==> src/rtl/nco_step_sequencer.sv <==
// Phase-step sequencer for the NCO: fixed, single sweep, triangle sweep and mute
// modes, delivering BASE_STEP * index over an AXI-Stream output with backpressure.
module nco_step_sequencer #(
    parameter int                   ACC_WIDTH   = 32,
    parameter int                   SEL_WIDTH   = 4,
    parameter logic [ACC_WIDTH-1:0] BASE_STEP   = ACC_WIDTH'(2748800),
    parameter int                   DWELL_WIDTH = 24
) (
    input  logic                   aclk,
    input  logic                   arst_n,
    input  logic [1:0]             cfg_mode,
    input  logic [SEL_WIDTH-1:0]   cfg_sel,
    input  logic [SEL_WIDTH-1:0]   cfg_stop_sel,
    input  logic [DWELL_WIDTH-1:0] cfg_dwell,
    input  logic                   cfg_start,
    output logic [ACC_WIDTH-1:0]   m_axis_step_tdata,
    output logic                   m_axis_step_tvalid,
    input  logic                   m_axis_step_tready,
    output logic [SEL_WIDTH-1:0]   cur_index,
    output logic                   busy,
    output logic                   sweep_done
);

    typedef enum logic [1:0] {S_FIXED, S_SWEEP, S_DONE, S_MUTE} state_t;

    state_t                 state;
    logic [SEL_WIDTH-1:0]   index_p0;
    logic [ACC_WIDTH-1:0]   step_p1;
    logic                   vld_p1;
    logic                   sweep_done_q;
    logic [DWELL_WIDTH-1:0] dwell_cnt;
    logic [DWELL_WIDTH-1:0] dwell_q;
    logic [SEL_WIDTH-1:0]   start_q;
    logic [SEL_WIDTH-1:0]   stop_q;
    logic                   dir_up;
    logic                   pend_q;
    logic [SEL_WIDTH-1:0]   pend_sel;
    logic [SEL_WIDTH-1:0]   pend_stop;
    logic [DWELL_WIDTH-1:0] pend_dwell;

    // Product is formed at full width, then wrapped modulo 2^ACC_WIDTH.
    function automatic logic [ACC_WIDTH-1:0] wrap_step(input logic [SEL_WIDTH-1:0] idx);
        logic [ACC_WIDTH+SEL_WIDTH-1:0] full;
        full = {{SEL_WIDTH{1'b0}}, BASE_STEP} * {{ACC_WIDTH{1'b0}}, idx};
        return full[ACC_WIDTH-1:0];
    endfunction

    logic                   adv;
    logic                   sweep_mode;
    logic                   start_ok;
    logic                   go;
    logic [SEL_WIDTH-1:0]   go_sel;
    logic [SEL_WIDTH-1:0]   go_stop;
    logic [DWELL_WIDTH-1:0] go_dwell;
    logic [SEL_WIDTH-1:0]   nxt_index;
    logic [SEL_WIDTH-1:0]   hi_sel;
    logic [SEL_WIDTH-1:0]   lo_sel;

    assign adv        = !(vld_p1 && !m_axis_step_tready);
    assign sweep_mode = cfg_mode[0] ^ cfg_mode[1];
    assign start_ok   = cfg_start && sweep_mode;
    // A start captured during a stall is replayed on the first advancing cycle.
    assign go         = sweep_mode && (cfg_start || pend_q);
    assign go_sel     = cfg_start ? cfg_sel      : pend_sel;
    assign go_stop    = cfg_start ? cfg_stop_sel : pend_stop;
    assign go_dwell   = cfg_start ? cfg_dwell    : pend_dwell;
    assign nxt_index  = dir_up ? index_p0 + 1'b1 : index_p0 - 1'b1;
    assign hi_sel     = (stop_q > start_q) ? stop_q : start_q;
    assign lo_sel     = (stop_q > start_q) ? start_q : stop_q;

    always_ff @(posedge aclk) begin
        if (!arst_n) begin
            state        <= S_FIXED;
            index_p0     <= '0;
            step_p1      <= '0;
            vld_p1       <= 1'b0;
            sweep_done_q <= 1'b0;
            dwell_cnt    <= '0;
            dwell_q      <= '0;
            start_q      <= '0;
            stop_q       <= '0;
            dir_up       <= 1'b1;
            pend_q       <= 1'b0;
            pend_sel     <= '0;
            pend_stop    <= '0;
            pend_dwell   <= '0;
        end else begin
            sweep_done_q <= 1'b0;
            vld_p1       <= 1'b1;
            if (adv) begin
                // Stage p0 -> p1: step word from the index chosen last cycle
                step_p1 <= wrap_step(index_p0);
                pend_q  <= 1'b0;
                if (go) begin
                    start_q   <= go_sel;
                    stop_q    <= go_stop;
                    dwell_q   <= go_dwell;
                    index_p0  <= go_sel;
                    dwell_cnt <= '0;
                    dir_up    <= (go_stop > go_sel);
                    if (go_stop == go_sel && cfg_mode == 2'b01) begin
                        state        <= S_DONE;
                        sweep_done_q <= 1'b1;
                    end else begin
                        state <= S_SWEEP;
                    end
                end else if (cfg_mode == 2'b00) begin
                    state    <= S_FIXED;
                    index_p0 <= cfg_sel;
                end else if (cfg_mode == 2'b11) begin
                    state    <= S_MUTE;
                    index_p0 <= '0;
                end else if (state == S_SWEEP) begin
                    if (dwell_cnt == dwell_q) begin
                        dwell_cnt <= '0;
                        if (start_q != stop_q) begin
                            index_p0 <= nxt_index;
                            if (cfg_mode == 2'b01) begin
                                if (nxt_index == stop_q) begin
                                    state        <= S_DONE;
                                    sweep_done_q <= 1'b1;
                                end
                            end else if (nxt_index == (dir_up ? hi_sel : lo_sel)) begin
                                dir_up <= !dir_up;
                            end
                        end
                    end else begin
                        dwell_cnt <= dwell_cnt + 1'b1;
                    end
                end
            end else if (start_ok) begin
                pend_q     <= 1'b1;
                pend_sel   <= cfg_sel;
                pend_stop  <= cfg_stop_sel;
                pend_dwell <= cfg_dwell;
            end
        end
    end

    assign m_axis_step_tdata  = step_p1;
    assign m_axis_step_tvalid = vld_p1;
    assign cur_index          = index_p0;
    assign busy               = (state == S_SWEEP);
    assign sweep_done         = sweep_done_q;

endmodule

==> config.mk <==
export PLATFORM = sky130hd
export DESIGN_NAME = nco_step_sequencer
export DESIGN_NICKNAME = d
export VERILOG_FILES = /design/src/rtl/nco_step_sequencer.sv
export SDC_FILE = /design/constraint.sdc
export NUM_CORES = 1
export LEC_CHECK = 0
export BUFFER_PORTS_ARGS = -buffer_cell sky130_fd_sc_hd__buf_2
export CAP_MARGIN = 10
export CORE_MARGIN = 4
export CORE_UTILIZATION = 50
export DETAILED_ROUTE_END_ITERATION = 10
export PLACE_DENSITY = 0.81
export SYNTH_ARGS = -nofsm -noshare
export SYNTH_HDL_FRONTEND = slang
export SYNTH_SLANG_ARGS = --single-unit
==> constraint.sdc <==
create_clock -name aclk -period 8.9 [get_ports aclk]
set_input_delay 0.445 -clock aclk [delete_from_list [all_inputs] [get_ports aclk]]
set_output_delay 0.445 -clock aclk [all_outputs]
set_load 0.005 [all_outputs]
==> flow_metrics.py <==
metrics = {
    "yosys": {
        "ys_ff_latch": 117,
        "synthAdderAreaFrac": 0.0925,
        "synth_edf_count": 0,
        "synth_area_um2": 6570,
        "synth_ff_type": "dfxtp_1",
        "synth-simple-area-share": 0.202,
        "synth.yosys.seq_area_share": 0.356,
        "muxShareOfSynthArea": 0.0585,
        "syn_area_per_cell_um2": 8.39,
        "synthCells": 783,
        "synth_compound_area_frac": 0.150,
        "yosys_warnings": 0,
        "synth-xor-area-share": 0.0868,
        "async_flop_share": 0,
        "synth_top_family_by_area": "simple AND/OR/NAND/NOR gates",
        "synth_cell_type_count": 61,
    },
    "floorplanning": {
        "core_area_um2": 12700,
        "die_w_um": 123,
        "die-area_um2": 15000,
        "die_h_um": 123,
        "initial_utilization": 0.517,
        "top_level_ports": 77,
        "rows": 41,
    },
    "cells_and_area": {
        "layout_commonest_cell": "dfxtp_1",
        "final_cell_mix": "117 x dfxtp_1, 115 x nand2_1, 81 x nor2_1",
        "diodes": 0,
        "nets": 911,
        "drive_gt1_frac": 0.142,
        "area_growth_pct": 13.9,
        "multi_input_area_um2": 3940,
        "fillers": 1143,
        "seq_area_um2": 2340,
    },
    "clocking": {
        "cts_setup_buffers": 0,
        "cts_sinks": 117,
        "cts_root_buffer": "clkbuf_16",
        "htreeDepth": 4,
        "cts_made_buffers": 17,
        "cts_tree": "built",
        "clk_pin_slew_ns": 0.05,
        "clk_latency_ns": 0.43,
        "ctsHoldBuffers": 0,
        "cts_resized": 0,
        "cts_buffer_depth": 2,
    },
    "power_and_ir_drop": {
        "pwr_density_cell_nw_per_um2": 200,
        "leakagePower_nw": 3.24,
        "vdd_drop_max_uv": 157,
    },
    "setup_path": {
        "worstSetupStartpointType": "flop",
        "cp-startpoint": "cur_index[3]",
        "reg2reg_slack_ns": 4.91,
        "slowest_delay_ns": 0.60,
        "r2r_start": "cur_index[3]",
        "crit_slowest_cell": "fa_1",
        "path_cells": "fa_1 > fa_1 > ha_1 > or2_2 > a21o_1 > and3_1 > o311ai_0 > a2111oi_0 > a311o_1",
        "path_delay_family": "adder cells",
        "cp_max_fo": 11,
        "cp.depth": 9,
        "cp.required_ns": 9.21,
        "arrival_ns": 4.30,
        "setup.worst_path.end_class": "flop",
        "worstSetupPathType": "reg2reg",
        "cp_common_cell": "fa_1",
        "worst-path-buf-inv": 0,
        "r2r_cells": 9,
    },
    "route": {
        "antenna_left": 0,
        "top_layer": "met4",
        "drt_wl_total_um": 15200,
        "wl_per_cell_um": 15.1,
        "wl_met3_um": 895,
        "drtIter0Drc": 394,
        "dr_wl_met2_um": 6700,
        "m1WireLength_um": 7410,
        "drc": 0,
        "dr.pass1.iters": 7,
        "vias": 5637,
        "vias_per_cell": 5.58,
    },
    "job": {
        "cap_violations": 0,
    },
    "hold_path": {
        "hold_class": "in2reg",
        "min_path_cells": 3,
        "min-delay-start": "cfg_dwell[7]",
    },
    "placed_design": {
        "hpwl_um": 10500,
        "port_buffers": 63,
        "gp_congestion": 0.876,
        "dp_slack_ns": 4.95,
    },
    "timing": {
        "slew_violations": 0,
        "finalHoldViolCount": 0,
        "fin_crit_sh": 0.448,
        "setup_viol": 0,
        "fin_skew_ns": 0.00905,
        "post-route-min-period_ns": 3.99,
        "fin_ws_ns": 4.91,
        "tightest_slew_ns": 1.15,
        "fin_setup_tns_ns": 0,
        "rsz0062_at_grt": "false",
        "max_freq_ghz": 0.251,
        "slew_headroom": 0.231,
    },
    "global_routing": {
        "antenna_found_initial": 0,
        "track_usage": 0.213,
        "grt_overflow": 0,
        "grt_max_degree": 81,
        "grt_pass1_wl_um": 25600,
        "grt_pass1_vias": 5325,
    },
    "run_status": {
        "outcome": "finished, final reports clean",
    },
}
==> state kept, by name, indices dropped and copies added, names as in the netlist <==
register	flops
pend_q	1
stop_q	4
state	2
pend_sel	4
dwell_cnt	24
m_axis_step_tvalid	1
start_q	4
pend_dwell	24
pend_stop	4
sweep_done	1
dir_up	1
dwell_q	24
m_axis_step_tdata	19
cur_index	4
==> layout make-up <==
cell class,instances,area share
clock buffers,23,0.0665
clock inverters,7,0.00652
flip-flops and latches,117,0.313
repair buffers,69,0.0491
multi-input cells,603,0.526
inverters,20,0.0100
well taps,172,0.0287
==> per-stage QoR <==
step | std cells | power, mW | utilization | area, µm² | hold WS, ns
finish | 1011 | 1.50 | 0.588 | 7490 | 0.265
global route | 1011 | 1.57 | 0.588 | 7490 | 0.266
CTS | 1010 | 1.51 | 0.587 | 7470 | 0.257
detailed placement | 980 | 0.879 | 0.544 | 6920 | 0.444
global placement | 980 | 0.871 | 0.544 | 6920 | 0.437
floorplan | 795 | 0.805 | - | 6620 | 0.434
==> per-layer routing <==
layer,GRT usage,up-vias
li1,-,2798
met1,0.302,2643
met2,0.316,175
met3,0.0535,21
met4,0.0714,0
met5,0,-
==> cells in the mapped netlist (all sizes together) (3+ instances only) <==
cell type  number  area, µm²
nand2b          3       18.8
o21ai          21        105
xnor2          18        158
nor4            8       62.6
or2             5       31.3
and3            8       50.1
and4            3       27.5
nand4          19        119
and2            4       25.0
or3             5       31.3
nand2         115        432
inv            20       75.1
o211a           3       30.0
a31oi           3       18.8
ha             39        488
mux2            3       33.8
buf            20        139
fa              6        120
o311ai          3       26.3
nand3          18       90.1
nor2           82        308
dfxtp         117       2340
o221ai          3       26.3
mux2i          35        350
nor3           11       55.1
xor2           42        368
nor2b           5       31.3
a21oi          63        315
clkbuf         35        131
a21o            5       45.0
a211oi         36        270
==> final timing paths <==
kind | end
setup / recovery | m_axis_step_tdata[23]
setup reg to reg | m_axis_step_tdata[23]
hold / removal | pend_dwell[7]
hold reg to reg | m_axis_step_tdata[7]
==> kinds of logic (layout without fill, tap and decap cells) <==
family	count (synthesis)	in the layout
flip-flops	117	117
buffers and inverters	75	119
other	1	13
adder cells (fa/ha/maj)	45	45
AO/OA/AOI/OAI	154	154
AND/OR/NAND/NOR	291	291
XOR/XNOR	62	62
multiplexers	38	38
==> tightest hold or removal path: stages <==
cell	delay (ns)
buf_2	0.10
nand2_1	0.05
a21oi_1	0.05
==> report_power, final <==
| group | switching (mW) | internal (mW) |
|---|---|---|
| Combinational | 0.165 | 0.124 |
| Clock | 0.241 | 0.388 |
| Sequential | 0.0280 | 0.555 |
| Total | 0.434 | 1.07 |
Power figures use the tool's default switching activity.
